File: config.mk
export PLATFORM = sky130hd
export DESIGN_NAME = alu_arbiter
export DESIGN_NICKNAME = d
export VERILOG_FILES = /design/src/rtl/alu_arbiter.sv
export SDC_FILE = /design/constraint.sdc
export NUM_CORES = 1
export LEC_CHECK = 0
export ABC_AREA = 0
export CORE_ASPECT_RATIO = 1.75
export CORE_MARGIN = 5
export CORE_UTILIZATION = 25
export CTS_BUF_LIST = sky130_fd_sc_hd__clkbuf_4 sky130_fd_sc_hd__clkbuf_8 sky130_fd_sc_hd__clkbuf_16
export CTS_CLUSTER_SIZE = 25
export DETAILED_ROUTE_END_ITERATION = 8
export PLACE_DENSITY = 0.65
export SYNTH_ARGS = -nofsm -noshare
export SYNTH_HDL_FRONTEND = slang
export SYNTH_SLANG_ARGS = --single-unit
File: constraint.sdc
create_clock -name clk -period 1.7 [get_ports clk]
set_input_delay 0.34 -clock clk [delete_from_list [all_inputs] [get_ports clk]]
set_output_delay 0.34 -clock clk [all_outputs]
set_load 0.01 [all_outputs]
File: src/rtl/alu_arbiter.sv
// Two-requester round-robin front end for the shared registered ALU.
// Traps illegal codes and divide-by-zero locally and returns one tagged response per operation.
module alu_arbiter #(
    parameter int unsigned N = 16
) (
    input  logic         clk,
    input  logic         rst_n,
    input  logic         req0_valid,
    output logic         req0_ready,
    input  logic [3:0]   req0_func,
    input  logic [N-1:0] req0_a,
    input  logic [N-1:0] req0_b,
    input  logic         req1_valid,
    output logic         req1_ready,
    input  logic [3:0]   req1_func,
    input  logic [N-1:0] req1_a,
    input  logic [N-1:0] req1_b,
    output logic         rsp_valid,
    input  logic         rsp_ready,
    output logic         rsp_id,
    output logic [N-1:0] rsp_result,
    output logic [4:0]   rsp_flags,
    output logic         rsp_err,
    output logic [3:0]   alu_func,
    output logic [N-1:0] alu_a,
    output logic [N-1:0] alu_b,
    input  logic [N-1:0] alu_out,
    input  logic         alu_carry,
    input  logic         alu_arith,
    input  logic         alu_logic,
    input  logic         alu_cmp,
    input  logic         alu_shift
);

    typedef enum logic [1:0] {StIdle, StExec, StCapt, StResp} state_e;

    state_e       state_q, state_d;
    logic         ptr_q;
    logic         grant_id;
    logic         accept;
    logic [3:0]   sel_func;
    logic [N-1:0] sel_a;
    logic [N-1:0] sel_b;
    logic         trap_div;
    logic         trap_ill;
    logic         trap;

    // The pointer only breaks ties; a lone valid requester always wins.
    always_comb begin
        grant_id = req1_valid;
        if (req0_valid && req1_valid) begin
            grant_id = ptr_q;
        end
    end

    assign accept   = rst_n && (state_q == StIdle) && (req0_valid || req1_valid);
    assign sel_func = grant_id ? req1_func : req0_func;
    assign sel_a    = grant_id ? req1_a : req0_a;
    assign sel_b    = grant_id ? req1_b : req0_b;
    assign trap_div = (sel_func == 4'b0011) && (sel_b == '0);
    assign trap_ill = (sel_func[3:1] == 3'b111);
    assign trap     = trap_div || trap_ill;

    always_ff @(posedge clk) begin
        if (!rst_n) begin
            state_q <= StIdle;
        end else begin
            state_q <= state_d;
        end
    end

    always_comb begin
        state_d = state_q;
        unique case (state_q)
            StIdle: begin
                if (accept) begin
                    state_d = trap ? StResp : StExec;
                end
            end
            StExec: state_d = StCapt;
            StCapt: state_d = StResp;
            StResp: begin
                if (rsp_ready) begin
                    state_d = StIdle;
                end
            end
            default: state_d = StIdle;
        endcase
    end

    always_comb begin
        req0_ready = accept && !grant_id;
        req1_ready = accept && grant_id;
        rsp_valid  = (state_q == StResp);
    end

    always_ff @(posedge clk) begin
        if (!rst_n) begin
            ptr_q      <= 1'b0;
            rsp_id     <= 1'b0;
            rsp_result <= '0;
            rsp_flags  <= '0;
            rsp_err    <= 1'b0;
            alu_func   <= '0;
            alu_a      <= '0;
            alu_b      <= '0;
        end else begin
            if (accept) begin
                ptr_q  <= ~grant_id;
                rsp_id <= grant_id;
                if (trap) begin
                    rsp_result <= trap_div ? {N{1'b1}} : '0;
                    rsp_flags  <= '0;
                    rsp_err    <= 1'b1;
                end else begin
                    alu_func <= sel_func;
                    alu_a    <= sel_a;
                    alu_b    <= sel_b;
                end
            end
            if (state_q == StCapt) begin
                rsp_result <= alu_out;
                rsp_flags  <= {alu_carry, alu_arith, alu_logic, alu_cmp, alu_shift};
                rsp_err    <= 1'b0;
            end
        end
    end

endmodule

======== After elaboration in Yosys (flattened, before gate mapping) ========
Index checks and enable logic that the tools add are counted.
storage, ports and cells
  register bits after elaboration ......... 62
  input bits .............................. 98
  output and inout bits ................... 62
  logic and storage cells ................. 52
operators by class
  eq/ne operators ......................... 7
  mux-type cells .......................... 15
  bitwise logic cells ..................... 3
  reductions and logical operators ........ 18
operator list
  kind                                                                     number
  16-bit 2-to-1 mux                                                        6
  16-bit logical NOT                                                       1
  5-bit 2-to-1 mux                                                         3
  2-bit case mux with 4 select lines                                       1
  2-bit AND reduction                                                      4
  1-bit logical AND                                                        6
  2-bit 2-to-1 mux                                                         3
  2-bit equality test, second input constant                               2
  4-bit by 2-bit equality test with 1-bit output, second input constant    1
  4-bit 2-to-1 mux                                                         1
  2-bit nonzero test                                                       2
  3-bit equality test, second input constant                               1
  1-bit inverter                                                           3
  2-bit by 1-bit equality test with 1-bit output, second input constant    1
  2-bit logical NOT                                                        1
  1-bit logical OR                                                         2
  2-bit by 1-bit inequality test with 1-bit output, second input constant  1
  2-bit inequality test, second input constant                             1
  2-bit OR reduction                                                       1
  1-bit logical NOT                                                        1
  1-bit 2-to-1 mux                                                         1

======== Logic depth before layout (Yosys ltp) ========
  depth after elaboration ................. 9
  gate-level depth with buffers ........... 9
  depth with buffers taken out ............ 7

======== Least setup slack after synthesis ========
Ideal clock, no wire load.
  path kind ............................... register -> register
  start ................................... register state_q[0]
  end ..................................... register alu_a[0]
  setup time .............................. 0.072 ns
  arrival time ............................ 1.738 ns
  data required time ...................... 1.628 ns
  slack ................................... -0.110 ns
  cell stages (with the launch flop) ...... 9
  buffers on the path ..................... 2
  clock period less this slack ............ 1.810 ns
  path through ............................ dfxtp_1 > inv_1 > ha_1 > nand2_1 > or2_2 > nor4_1 > buf_6 > buf_6 > mux2i_1
on the way
  cells in the longest elaborated chain, start to end .. 4
ends and longest elaborated chain
  item                                  RTL line  RTL
  start: declaration                    37        state_e state_q, state_d;
  start signal: assignment              66        state_q <= StIdle;
  start signal: assignment              68        state_q <= state_d;
  2-bit logical NOT                     56        assign accept = rst_n && (state_q == StIdle) && (req0_valid || req1_valid);
  1-bit logical AND (2 in series)       56
  2-bit AND reduction (no source line)  --
  end signal: assignment                117       alu_a <= sel_a;
  end: declaration                      25        output logic [N-1:0] alu_a,
Every way passes these cells.
A chain may end at the register's enable or synchronous reset.

======== Worst setup path in the final report ========
  start ................................... register state_q[0]
  end ..................................... register alu_a[12]
The elaborated chain is that of the path after synthesis.

==> impl_metrics.csv <==
group,metric,value,unit
die,rows,52,
sta,hold_viol,0,
setup_path,endpoint_kind,"flop",
setup_path,rrSetupSlack,-150,ps
synthesis,netlist_area,2974,um2
clock_network,clk_pin_slew,60,ps
final_layout,final_cells,650,
global_routing,grt_pass1_wl,17.42,mm
power_and_ir_drop,p_per_area,1194,nW/um2
job,maxCapViolations,0,
clock_network,cts_tree,"done",
power_and_ir_drop,p_leak,2.350,nW
sta,grt_setup_unrepaired,"true",
sta,post-route-period-util,108.8,%
route,avgViaCountPerCell,4.780,
sta,tightest_slew,560.2,ps
synthesis,synth_area_per_cell,9.816,um2
run_status,status,"finished with violations",
final_layout,antenna_cells,0,
global_routing,antenna_found_initial,0,
route,via_count,3107,
route,drc_errors,0,
die,core_region_area,11650,um2
final_layout,final_layout_size_suffix_gt1_share,27.38,%
sta,skew,9.762,ps
setup_path,worst_path_max_delay_cell,"dfxtp_2",
global_routing,grt.total_usage,15.63,%
global_routing,overflow,0,
clock_network,cts_buffer_depth,2,
setup_path,critPathTopFamily,"buffers and inverters",
synthesis,yosysTopAreaCell,"dfxtp_1",
synthesis,syn_nets,405,
final_layout,multi_input_area,1831,um2
sta,min_period,1849,ps
die,die_w,92.45,um
placed_design,placed_cells,609,
synthesis,ys_seq_area_share,41.73,%
placed_design,post-place-ws,-754.5,ps
power_and_ir_drop,p_clk_share,24.4,%
setup_path,critPathArrivalTime,2100,ps
setup_path,slowest_delay,320,ps
sta,setup_viol,58,
power_and_ir_drop,internal_power,4.682,mW
clock_network,htreeDepth,3,
clock_network,cts_buffers,9,
synthesis,syn_inst,303,
power_and_ir_drop,p_seq_share,30.3,%
synthesis,ys_warn_count,0,
setup_path,cp.required,1950,ps
placed_design,gp_congestion,0.8601,
route,drtAntennaViolNets,0,
setup_path,crit_buf_inv,4,
power_and_ir_drop,swShare,31.04,%
die,io_pins,160,
power_and_ir_drop,irDropWorstVdd,0.6421,mV
route,dr.pass1.iters,6,
synthesis,synth_top_area_share,41.73,%
sta,relSlewSlack,62.66,%
final_layout,regArea,1245,um2
synthesis,synthTopCellsByArea,"dfxtp_1 42%, mux2i_1 18%, nand2_1 8.8%",
final_layout,nFillCells,1078,
global_routing,grt_max_degree,57,
sta,slew_violations,0,
clock_network,root_buffer,"clkbuf_16",
placed_design,portBuffers,159,
sta,fin_setup_tns,-4398,ps
final_layout,syn_to_final_growth,91.25,%
sta,fin_ws,-148.8,ps
min_path,hold_path_class,"in2reg",
route,wire_per_inst,17.19,um
setup_path,critical_path_class,"reg2reg",
clock_network,clock-sinks,62,
synthesis,synthDistinctLibCells,36,
setup_path,crit_chain,"inv_2, ha_4, nand2_2, or2_4, buf_6, nor4_4, buf_4, clkbuf_16, mux2i_1",
placed_design,dpl.hpwl,7.796,mm
sta,fmax,0.5409,GHz
power_and_ir_drop,p_switching,2.108,mW
final_layout,final_net_count,613,
clock_network,clk_latency,330,ps
route,drtIter0Drc,85,
power_and_ir_drop,p_comb_share,45.3,%
synthesis,ys_ff_latch,62,
die,die_area,14260,um2
die,die_h,154.3,um
global_routing,grt_pass1_vias,3360,
run_status,violations,"negative setup slack",
route,routed_wl,11.17,mm
setup_path,crit_fanout,5,
die,start_util,25.54,%
setup_path,cp-start-kind,"flop",
-- flip-flops by register name, indices dropped and copies added, names as in the netlist --
register    count
rsp_err         1
alu_b          16
ptr_q           1
state_q         2
rsp_id          1
alu_a          16
alu_func        4
rsp_flags       5
rsp_result     16
-- final timing paths --
kind,startpoint,end,cells after the start
worst max register to register,state_q[0],alu_a[12],9
worst min register to register,alu_a[1],alu_a[1],2
worst max-delay path,state_q[0],alu_a[12],9
worst min-delay path,req1_b[13],alu_b[13],3
-- per-layer routing --
metal,GRT usage (%),vias to the layer above,part of all wire [%]
met5,0,-,0
met4,4.890,0,1.5
met3,4.959,11,6.6
met2,29.81,114,55
met1,15.77,1475,37
li1,-,1507,-
-- layout make-up --
class / count / share of cell area (%)
Sequential cell: 62 / 21.89
Tap cell: 135 / 2.970
Multi-Input combinational cell: 216 / 32.18
Timing Repair Buffer: 220 / 38.08
Clock buffer: 11 / 4.333
Clock inverter: 4 / 0.4179
Inverter: 2 / 0.1320
-- cells by family (layout without fill, tap and decap cells) --
| kind of cell | Yosys count | count (layout) | share of synthesized area [%] |
|---|---|---|---|
| flip-flops | 62 | 62 | 41.73 |
| AO/OA/AOI/OAI | 39 | 39 | 11.23 |
| multiplexers | 70 | 70 | 24.23 |
| buffers and inverters | 25 | 237 | 4.544 |
| AND/OR/NAND/NOR | 103 | 103 | 16.58 |
| adder cells (fa/ha/maj) | 4 | 4 | 1.683 |
-- synth_stat cells --
cell	instances
mux2i_1	54
o221a_1	1
inv_1	2
buf_1	1
nor3_1	1
a221o_1	16
o2111ai_1	1
a31oi_1	1
buf_4	1
and3_1	1
buf_6	4
nor4b_1	4
nand2_1	70
ha_1	4
or4_4	2
nand2b_1	2
a32o_1	5
a31o_2	2
mux2_2	16
o21ai_0	6
o21ai_1	1
or2_2	1
dfxtp_1	62
and2_1	2
nand3_1	2
nor2_1	9
o31ai_1	1
o211a_1	1
o211ai_1	1
nor4_4	2
nor2b_1	2
nor4_1	5
buf_2	6
clkbuf_1	11
a21oi_1	2
o21ba_2	1
-- stage by stage --
step	hold slack, ps	area (um2)	utilization [%]	total power [mW]
2_1_floorplan	452.1	2995	-	3.225
4_1_cts	309.0	5662	48.61	6.755
5_1_grt	354.4	5688	48.84	7.172
3_3_place_gp	442.4	4920	42.24	4.531
6_report	321.4	5688	48.84	6.790
3_5_place_dp	446.8	4920	42.24	4.590
-- tightest hold or removal path, delay by kind of cell --
| kind | cells | cell delay [ps] |
|---|---|---|
| buf+inv | 1 | 90 |
| mux | 2 | 180 |
-- power groups by stage --
stage	clock, mW	combinational [mW]	sequential (mW)
finish	1.66	3.07	2.06
CTS	1.72	2.98	2.05
floorplan	0	1.01	2.22
global placement	0	2.48	2.05
global route	1.79	3.28	2.10
detailed placement	0	2.53	2.06
-- placed cells by master, fill, tap and decap left out, drive strengths merged, types with 2 or more instances in the layout --
| cell type | Yosys | routed |
|---|---|---|
| a21oi | 2 | 2 |
| a221o | 16 | 16 |
| a31o | 2 | 2 |
| a32o | 5 | 5 |
| and2 | 2 | 2 |
| buf | 12 | 66 |
| clkbuf | 11 | 13 |
| clkdlybuf4s15 | 0 | 8 |
| clkdlybuf4s50 | 0 | 114 |
| clkinv | 0 | 4 |
| dfxtp | 62 | 62 |
| dlygate4sd2 | 0 | 28 |
| dlymetal6s2s | 0 | 2 |
| ha | 4 | 4 |
| inv | 2 | 2 |
| mux2 | 16 | 16 |
| mux2i | 54 | 54 |
| nand2 | 70 | 70 |
| nand2b | 2 | 2 |
| nand3 | 2 | 2 |
| nor2 | 9 | 9 |
| nor2b | 2 | 2 |
| nor4 | 7 | 7 |
| nor4b | 4 | 4 |
| o21ai | 7 | 7 |
| or4 | 2 | 2 |
-- timing repair --
action	4_1_cts	5_1_grt
hold buffers	0	0
resized for setup	122	14
setup buffers	22	5
endpoints found under the setup margin	62	60
gates cloned	4	1
pin swaps	26	11
Power figures use the tool's default switching activity.
